[src/rtl/ble_rx_pkg.sv]
// Shared types, constants and LFSR step helpers for the BLE LE 1M receive engine.
// BLE_RX_PREAMBLE_CHECK_EN widens the search window to include the preamble byte.
package ble_rx_pkg;

  typedef enum logic [2:0] {
    SEARCH,
    HEADER,
    PAYLOAD,
    CRC,
    HOLD
  } rx_state_e;

  localparam logic [23:0] CRC_POLY     = 24'h00065B;
  localparam int          AA_LEN       = 32;
  localparam int          PREAMBLE_LEN = 8;
  localparam int          HDR_BITS     = 16;
  localparam int          CRC_BITS     = 24;
  localparam int          LEN_FIELD_W  = 6;

`ifdef BLE_RX_PREAMBLE_CHECK_EN
  localparam int SEARCH_W = AA_LEN + PREAMBLE_LEN;
`else
  localparam int SEARCH_W = AA_LEN;
`endif

  // 7-bit whitening LFSR: shift right, old bit0 re-enters at bit6 and taps bit2.
  function automatic logic [6:0] whiten_step(input logic [6:0] l);
    return {l[0], l[6:4], l[3] ^ l[0], l[2:1]};
  endfunction

  function automatic logic [23:0] crc_step(input logic [23:0] c, input logic b);
    logic fb;
    fb = c[23] ^ b;
    return {c[22:0], 1'b0} ^ (fb ? CRC_POLY : 24'h000000);
  endfunction

endpackage

[src/rtl/ble_dewhiten_crc.sv]
// Dewhitening LFSR and CRC24 register; both load together on an access-address hit
// and step once per received bit. o_crc_zero reflects the CRC after the current bit.
module ble_dewhiten_crc
  import ble_rx_pkg::*;
#(
  parameter logic [23:0] CRC_INIT = 24'h555555
) (
  input  logic       clk,
  input  logic       rst,
  input  logic       i_load,
  input  logic       i_step,
  input  logic [5:0] i_channel,
  input  logic       i_bit,
  output logic       o_dw_bit,
  output logic       o_crc_zero
);

  logic [6:0]  r_lfsr;
  logic [23:0] r_crc;
  logic        w_dw;
  logic [23:0] w_crc_nxt;

  assign w_dw       = i_bit ^ r_lfsr[0];
  assign w_crc_nxt  = crc_step(r_crc, w_dw);
  assign o_dw_bit   = w_dw;
  assign o_crc_zero = (w_crc_nxt == 24'h000000);

  always_ff @(posedge clk) begin
    if (rst) begin
      r_lfsr <= 7'h40;
      r_crc  <= CRC_INIT;
    end else if (i_load) begin
      r_lfsr <= {1'b1, i_channel};
      r_crc  <= CRC_INIT;
    end else if (i_step) begin
      r_lfsr <= whiten_step(r_lfsr);
      r_crc  <= w_crc_nxt;
    end
  end

endmodule

[src/rtl/ble_ll_rx_engine.sv]
// BLE LE 1M link-layer receiver: multi-slot access-address search, dewhitening, length
// parse, CRC24 check and valid/ready packet hand-off. Option: BLE_RX_PREAMBLE_CHECK_EN.
module ble_ll_rx_engine
  import ble_rx_pkg::*;
#(
  parameter int          NUM_ADDR      = 4,
  parameter int          MAX_PDU_BYTES = 39,
  parameter logic [23:0] CRC_INIT      = 24'h555555,
  parameter int          CNT_W         = 16
) (
  input  logic                       clk,
  input  logic                       rst,
  input  logic                       en,
  input  logic                       symbol_valid,
  input  logic                       symbol_in,
  input  logic [5:0]                 channel,
  input  logic [32*NUM_ADDR-1:0]     acc_addr,
  input  logic [NUM_ADDR-1:0]        addr_slot_en,
  output logic                       pkt_valid,
  input  logic                       pkt_ready,
  output logic [8*MAX_PDU_BYTES-1:0] pkt_data,
  output logic [5:0]                 pkt_len,
  output logic [2:0]                 pkt_slot,
  output logic                       pkt_crc_ok,
  output logic [CNT_W-1:0]           pkt_count,
  output logic [CNT_W-1:0]           crc_err_count,
  output logic [CNT_W-1:0]           overflow_count
);

  localparam int                     IDX_W   = $clog2(8 * MAX_PDU_BYTES);
  localparam logic [LEN_FIELD_W-1:0] MAX_LEN = LEN_FIELD_W'(MAX_PDU_BYTES - 2);

  rx_state_e               r_state, w_state_nxt;
  logic [SEARCH_W-2:0]     r_sr;
  logic [SEARCH_W-1:0]     w_sr_nxt;
  logic [IDX_W-1:0]        r_cnt;
  logic                    w_hit, w_slot_hit;
  logic [2:0]              w_hit_slot;
  logic                    w_sym, w_load, w_step, w_accept;
  logic                    w_dw_bit, w_crc_zero;
  logic [LEN_FIELD_W-1:0]  w_hdr_len;
  logic                    w_ovf, w_hdr_last, w_pay_last, w_crc_last;

  function automatic logic [CNT_W-1:0] sat_inc(input logic [CNT_W-1:0] v);
    return (&v) ? v : v + 1'b1;
  endfunction

  assign w_sym      = en && symbol_valid;
  assign w_hdr_len  = pkt_data[8 +: LEN_FIELD_W];
  assign w_ovf      = (w_hdr_len > MAX_LEN);
  assign w_hdr_last = (r_cnt == IDX_W'(HDR_BITS - 1));
  assign w_pay_last = (r_cnt == IDX_W'(HDR_BITS - 1 + 8 * int'(pkt_len)));
  assign w_crc_last = (r_cnt == IDX_W'(CRC_BITS - 1));

  // The oldest symbol falls off the end, so only SEARCH_W-1 bits need storage.
  always_comb begin
    w_sr_nxt   = {symbol_in, r_sr};
    w_hit      = 1'b0;
    w_hit_slot = '0;
    w_slot_hit = 1'b0;
    for (int i = NUM_ADDR - 1; i >= 0; i--) begin
      w_slot_hit = addr_slot_en[i] &&
                   (w_sr_nxt[SEARCH_W-1 -: AA_LEN] == acc_addr[AA_LEN*i +: AA_LEN]);
`ifdef BLE_RX_PREAMBLE_CHECK_EN
      w_slot_hit = w_slot_hit &&
                   (w_sr_nxt[PREAMBLE_LEN-1:0] == (acc_addr[AA_LEN*i] ? 8'h55 : 8'hAA));
`endif
      if (w_slot_hit) begin
        w_hit      = 1'b1;
        w_hit_slot = 3'(i);
      end
    end
  end

  always_ff @(posedge clk) begin
    if (rst) r_state <= SEARCH;
    else     r_state <= w_state_nxt;
  end

  always_comb begin
    w_state_nxt = r_state;
    unique case (r_state)
      SEARCH:  if (w_sym && w_hit) w_state_nxt = HEADER;
      HEADER: begin
        if (!en) w_state_nxt = SEARCH;
        else if (symbol_valid && w_hdr_last)
          w_state_nxt = w_ovf ? SEARCH : ((w_hdr_len == '0) ? CRC : PAYLOAD);
      end
      PAYLOAD: begin
        if (!en) w_state_nxt = SEARCH;
        else if (symbol_valid && w_pay_last) w_state_nxt = CRC;
      end
      CRC: begin
        if (!en) w_state_nxt = SEARCH;
        else if (symbol_valid && w_crc_last) w_state_nxt = HOLD;
      end
      HOLD:    if (pkt_ready) w_state_nxt = SEARCH;
      default: w_state_nxt = SEARCH;
    endcase
  end

  always_comb begin
    w_load    = 1'b0;
    w_step    = 1'b0;
    w_accept  = 1'b0;
    pkt_valid = 1'b0;
    unique case (r_state)
      SEARCH:               w_load = w_sym && w_hit;
      HEADER, PAYLOAD, CRC: w_step = w_sym;
      HOLD: begin
        pkt_valid = 1'b1;
        w_accept  = pkt_ready;
      end
      default: ;
    endcase
  end

  ble_dewhiten_crc #(
    .CRC_INIT(CRC_INIT)
  ) u_dewhiten_crc (
    .clk       (clk),
    .rst       (rst),
    .i_load    (w_load),
    .i_step    (w_step),
    .i_channel (channel),
    .i_bit     (symbol_in),
    .o_dw_bit  (w_dw_bit),
    .o_crc_zero(w_crc_zero)
  );

  // r_cnt indexes pkt_data through header and payload, then restarts to count CRC bits.
  always_ff @(posedge clk) begin
    if (rst) begin
      r_sr           <= '0;
      r_cnt          <= '0;
      pkt_data       <= '0;
      pkt_len        <= '0;
      pkt_slot       <= '0;
      pkt_crc_ok     <= 1'b0;
      pkt_count      <= '0;
      crc_err_count  <= '0;
      overflow_count <= '0;
    end else begin
      if (r_state == SEARCH && w_sym) r_sr <= w_load ? '0 : w_sr_nxt[SEARCH_W-1:1];
      if (w_load) begin
        pkt_slot <= w_hit_slot;
        pkt_data <= '0;
        r_cnt    <= '0;
      end
      if (w_step) begin
        r_cnt <= r_cnt + 1'b1;
        if (r_state != CRC) pkt_data[r_cnt] <= w_dw_bit;
        if (r_state == HEADER && w_hdr_last) begin
          if (w_ovf) overflow_count <= sat_inc(overflow_count);
          else       pkt_len        <= w_hdr_len;
          if (w_hdr_len == '0) r_cnt <= '0;
        end
        if (r_state == PAYLOAD && w_pay_last) r_cnt <= '0;
        if (r_state == CRC && w_crc_last) pkt_crc_ok <= w_crc_zero;
      end
      if (w_accept) begin
        pkt_count <= sat_inc(pkt_count);
        if (!pkt_crc_ok) crc_err_count <= sat_inc(crc_err_count);
      end
    end
  end

endmodule

[config.mk]
export PLATFORM = sky130hd
export DESIGN_NAME = ble_ll_rx_engine
export DESIGN_NICKNAME = d
export VERILOG_FILES = /design/src/rtl/ble_rx_pkg.sv /design/src/rtl/ble_dewhiten_crc.sv /design/src/rtl/ble_ll_rx_engine.sv
export SDC_FILE = /design/constraint.sdc
export NUM_CORES = 1
export LEC_CHECK = 0
export CORE_MARGIN = 8
export CORE_UTILIZATION = 41
export DETAILED_ROUTE_END_ITERATION = 16
export PLACE_DENSITY = 0.69
export SLEW_MARGIN = 25
export SYNTH_ARGS = -nofsm -noshare
export SYNTH_HDL_FRONTEND = slang
export SYNTH_SLANG_ARGS = --single-unit
[constraint.sdc]
create_clock -name clk -period 8.2 [get_ports clk]
set_input_delay 0.82 -clock clk [delete_from_list [all_inputs] [get_ports clk]]
set_output_delay 0.82 -clock clk [all_outputs]
set_load 0.02 [all_outputs]
==> reports/results.tsv <==
metric	value	unit
ys_ff_latch	443	
die-width	237.9	um
end_kind	flop	
cts_setup_buffers	0	
r2r_start	r_sr[19]	
power_density	164.6	nW/um^2
hold_ws	0.4686	ns
grt-ovfl-total	0	
power.leakage	8.899	nW
cts_num_sinks	443	
hold_path_end	u_dewhiten_crc.r_lfsr[6]	
gp_congestion	0.9605	
pin_count	515	
hold_class	reg2reg	
portBuffers	513	
cp-start-kind	input pin	
synth_cells	2386	
worst_skew_pair.late_latency	0.58	ns
track_usage	29.51	%
start_util	41.40	%
combPwrFrac	4.9	%
tns	0	ns
hpwl	61640	um
drt_wl_total	88600	um
clock-root-buffer	clkbuf_16	
hold_depth	2	
ant_nets	0	
grt_max_degree	145	
rr_worst_depth	9	
rrSetupSlack	3.57	ns
clockPowerShare	46.8	%
synth_fp_nets	2539	
switchingPower	1.014	mW
path_class	in2reg	
finClkSkew	0.02668	ns
synth_edf_count	0	
yosysSeqAreaShare	43.94	%
post-route-period-util	57.14	%
synth.avg_cell_area	8.459	um^2
coreArea	48750	um^2
finalSetupViolCount	0	
synth-async-reset-ratio	0	%
final.min_clock_period	4.685	ns
layout.nets	2881	
syn_to_final_growth	33.96	%
synth_flop_cell	dfxtp_1	
clk_path_buf_depth	3	
n_antenna_cell	0	
cts_tree	yes	
drv_slew	0	
p_sw_share	22.78	%
wl_per_cell	25.86	um
hp-start	u_dewhiten_crc.r_lfsr[6]	
seq_power_share	48.4	%
die_y	237.9	um
final_layout_size_suffix_gt1_share	6.010	%
ys_types	61	
fmax	213.4	MHz
fp.dieArea	56580	um^2
power.internal	3.435	mW
final_core_util	55.46	%
syn_area	20180	um^2
grt_pass1_vias	19730	
antenna_found_initial	2	
clk_pin_slew_worst_paths	0.06	ns
status	complete, no violations	
rsz0062_at_grt	no	
hold_buffers	0	
drt_pass1_iterations	6	
arrival	5.10	ns
cp.required	8.62	ns
max_cap_violations	0	
vias_per_cell	6.017	
cp_max_fo	144	
cts_resized	0	
worst_r2r_endpoint	pkt_data[169]	
h-tree-depth	2	
rows	81	
worst_slew_margin_rel	25.82	%
grt_pass1_wl	129600	um
vdd.ir_drop.worst	133.9	uV
post-route-drc-count	0	
worstMarginPinSlew	1.110	ns
drt_iter0_markers	2227	
via_count	20620	
numCtsBuffers	46	
hold_viol	0	
ys_warn_count	0	
power by group through the flow:
| stage | combinational, mW | clock [mW] | sequential (mW) |
|---|---|---|---|
| final | 0.216 | 2.08 | 2.15 |
| after global routing | 0.229 | 2.19 | 2.15 |
| after CTS | 0.214 | 2.11 | 2.15 |
| after detailed placement | 0.212 | 0 | 2.20 |
| after global placement | 0.208 | 0 | 2.20 |
| after floorplan | 0.106 | 0 | 2.20 |
cell usage in the layout, fill, tap and decap left out, types with 22 or more instances in the layout:
| cell type | synthesis | routed |
|---|---|---|
| xor2_1 | 142 | 141 |
| clkdlybuf4s50_1 | 0 | 512 |
| nand2_1 | 253 | 245 |
| buf_4 | 20 | 40 |
| clkbuf_16 | 0 | 47 |
| nand4_1 | 63 | 63 |
| nand3_1 | 163 | 162 |
| xnor2_1 | 42 | 42 |
| nor3_1 | 26 | 22 |
| nor2_1 | 126 | 118 |
| nor4_1 | 51 | 47 |
| o32ai_1 | 131 | 131 |
| o21ai_0 | 144 | 144 |
| dfxtp_1 | 443 | 443 |
| o211ai_1 | 137 | 137 |
| o22ai_1 | 50 | 50 |
| a21oi_1 | 168 | 168 |
| a2bb2oi_1 | 29 | 29 |
worst max path at each step:
stage / startpoint / endpoint / slack, ns / cells past startpoint
floorplan: symbol_in / r_sr[22] / 5.25 / 10
global placement: symbol_in / pkt_data[48] / 3.06 / 10
detailed placement: symbol_in / pkt_data[60] / 2.94 / 10
CTS: symbol_in / pkt_data[50] / 3.55 / 10
global route: symbol_in / pkt_data[43] / 3.35 / 10
finish: symbol_in / pkt_data[169] / 3.51 / 10
metal layers:
layer / track usage (%) / part of all wire [%] / vias to the layer above / wire, um
li1: - / - / 9402 / -
met1: 35.70 / 39 / 9913 / 34670
met2: 48.17 / 46 / 1093 / 40790
met3: 9.529 / 10 / 203 / 9086
met4: 11.98 / 4.6 / 4 / 4033
met5: 0 / 0.027 / - / 24
worst max-delay path, cell delays in order:
cell,delay (ns)
clkdlybuf4s50_1,0.69
xnor2_1,0.39
nand3_1,0.10
or4_1,0.56
nor4_2,0.47
o41ai_4,0.13
buf_12,0.21
nand2b_4,0.72
buf_4,0.66
o32ai_1,0.20
metrics by stage:
stage	setup slack [ns]	power [mW]	cell area (um^2)	cells
6_report	3.515	4.449	27040	3426
5_1_grt	3.353	4.572	27040	3426
4_1_cts	3.553	4.478	27020	3426
3_5_place_dp	2.941	2.413	25540	3344
3_3_place_gp	3.057	2.409	25430	3340
2_1_floorplan	5.245	2.306	20180	2386
logic make-up after synthesis:
kind of cell	Yosys count	share of synthesized area (%)
and+or+nand+nor	772	18.52
AOI/OAI and AO/OA	692	22.76
buffers and inverters	279	5.926
other	1	0.01858
xor gates and xnor gates	184	7.985
adders and majority gates	9	0.5579
DFF	443	43.94
muxes	6	0.2976
registers in the layout, summed over array words and instances (netlist names):
signal / cells
overflow_count: 16
r_state: 3
pkt_slot: 2
u_dewhiten_crc.r_crc: 24
pkt_crc_ok: 1
pkt_count: 16
crc_err_count: 16
pkt_data: 312
u_dewhiten_crc.r_lfsr: 7
r_cnt: 9
r_sr: 31
pkt_len: 6
area by class of cell:
class / count / area [um^2]
fill: 4376 / 21710
multi-input combinational: 1664 / 10250
sequential: 443 / 8869
timing repair buffer: 559 / 5549
clock buffer: 67 / 1371
tap: 664 / 830.8
clock inverter: 15 / 111.4
inverter: 14 / 52.55
synthesized netlist by cell type (12+ instances only):
cell type  instances  area [um^2]
nor3_1            26        130.1
nand3_1          163        815.8
xnor2_1           42        367.9
inv_1             14        52.55
o211ai_1         137         1028
o21ai_0          144        720.7
nand2_1          253        949.7
xor2_1           142         1244
a2bb2oi_1         29        254.0
nand4_1           63        394.1
nor2_1           126        473.0
dfxtp_1          443         8869
o32ai_1          131         1147
or3_1             12        75.07
o22ai_1           50        312.8
buf_4             20        150.1
clkbuf_1         223        837.1
a21oi_1          168        840.8
nor4_1            51        319.1
(Power assumes the default switching activity.)
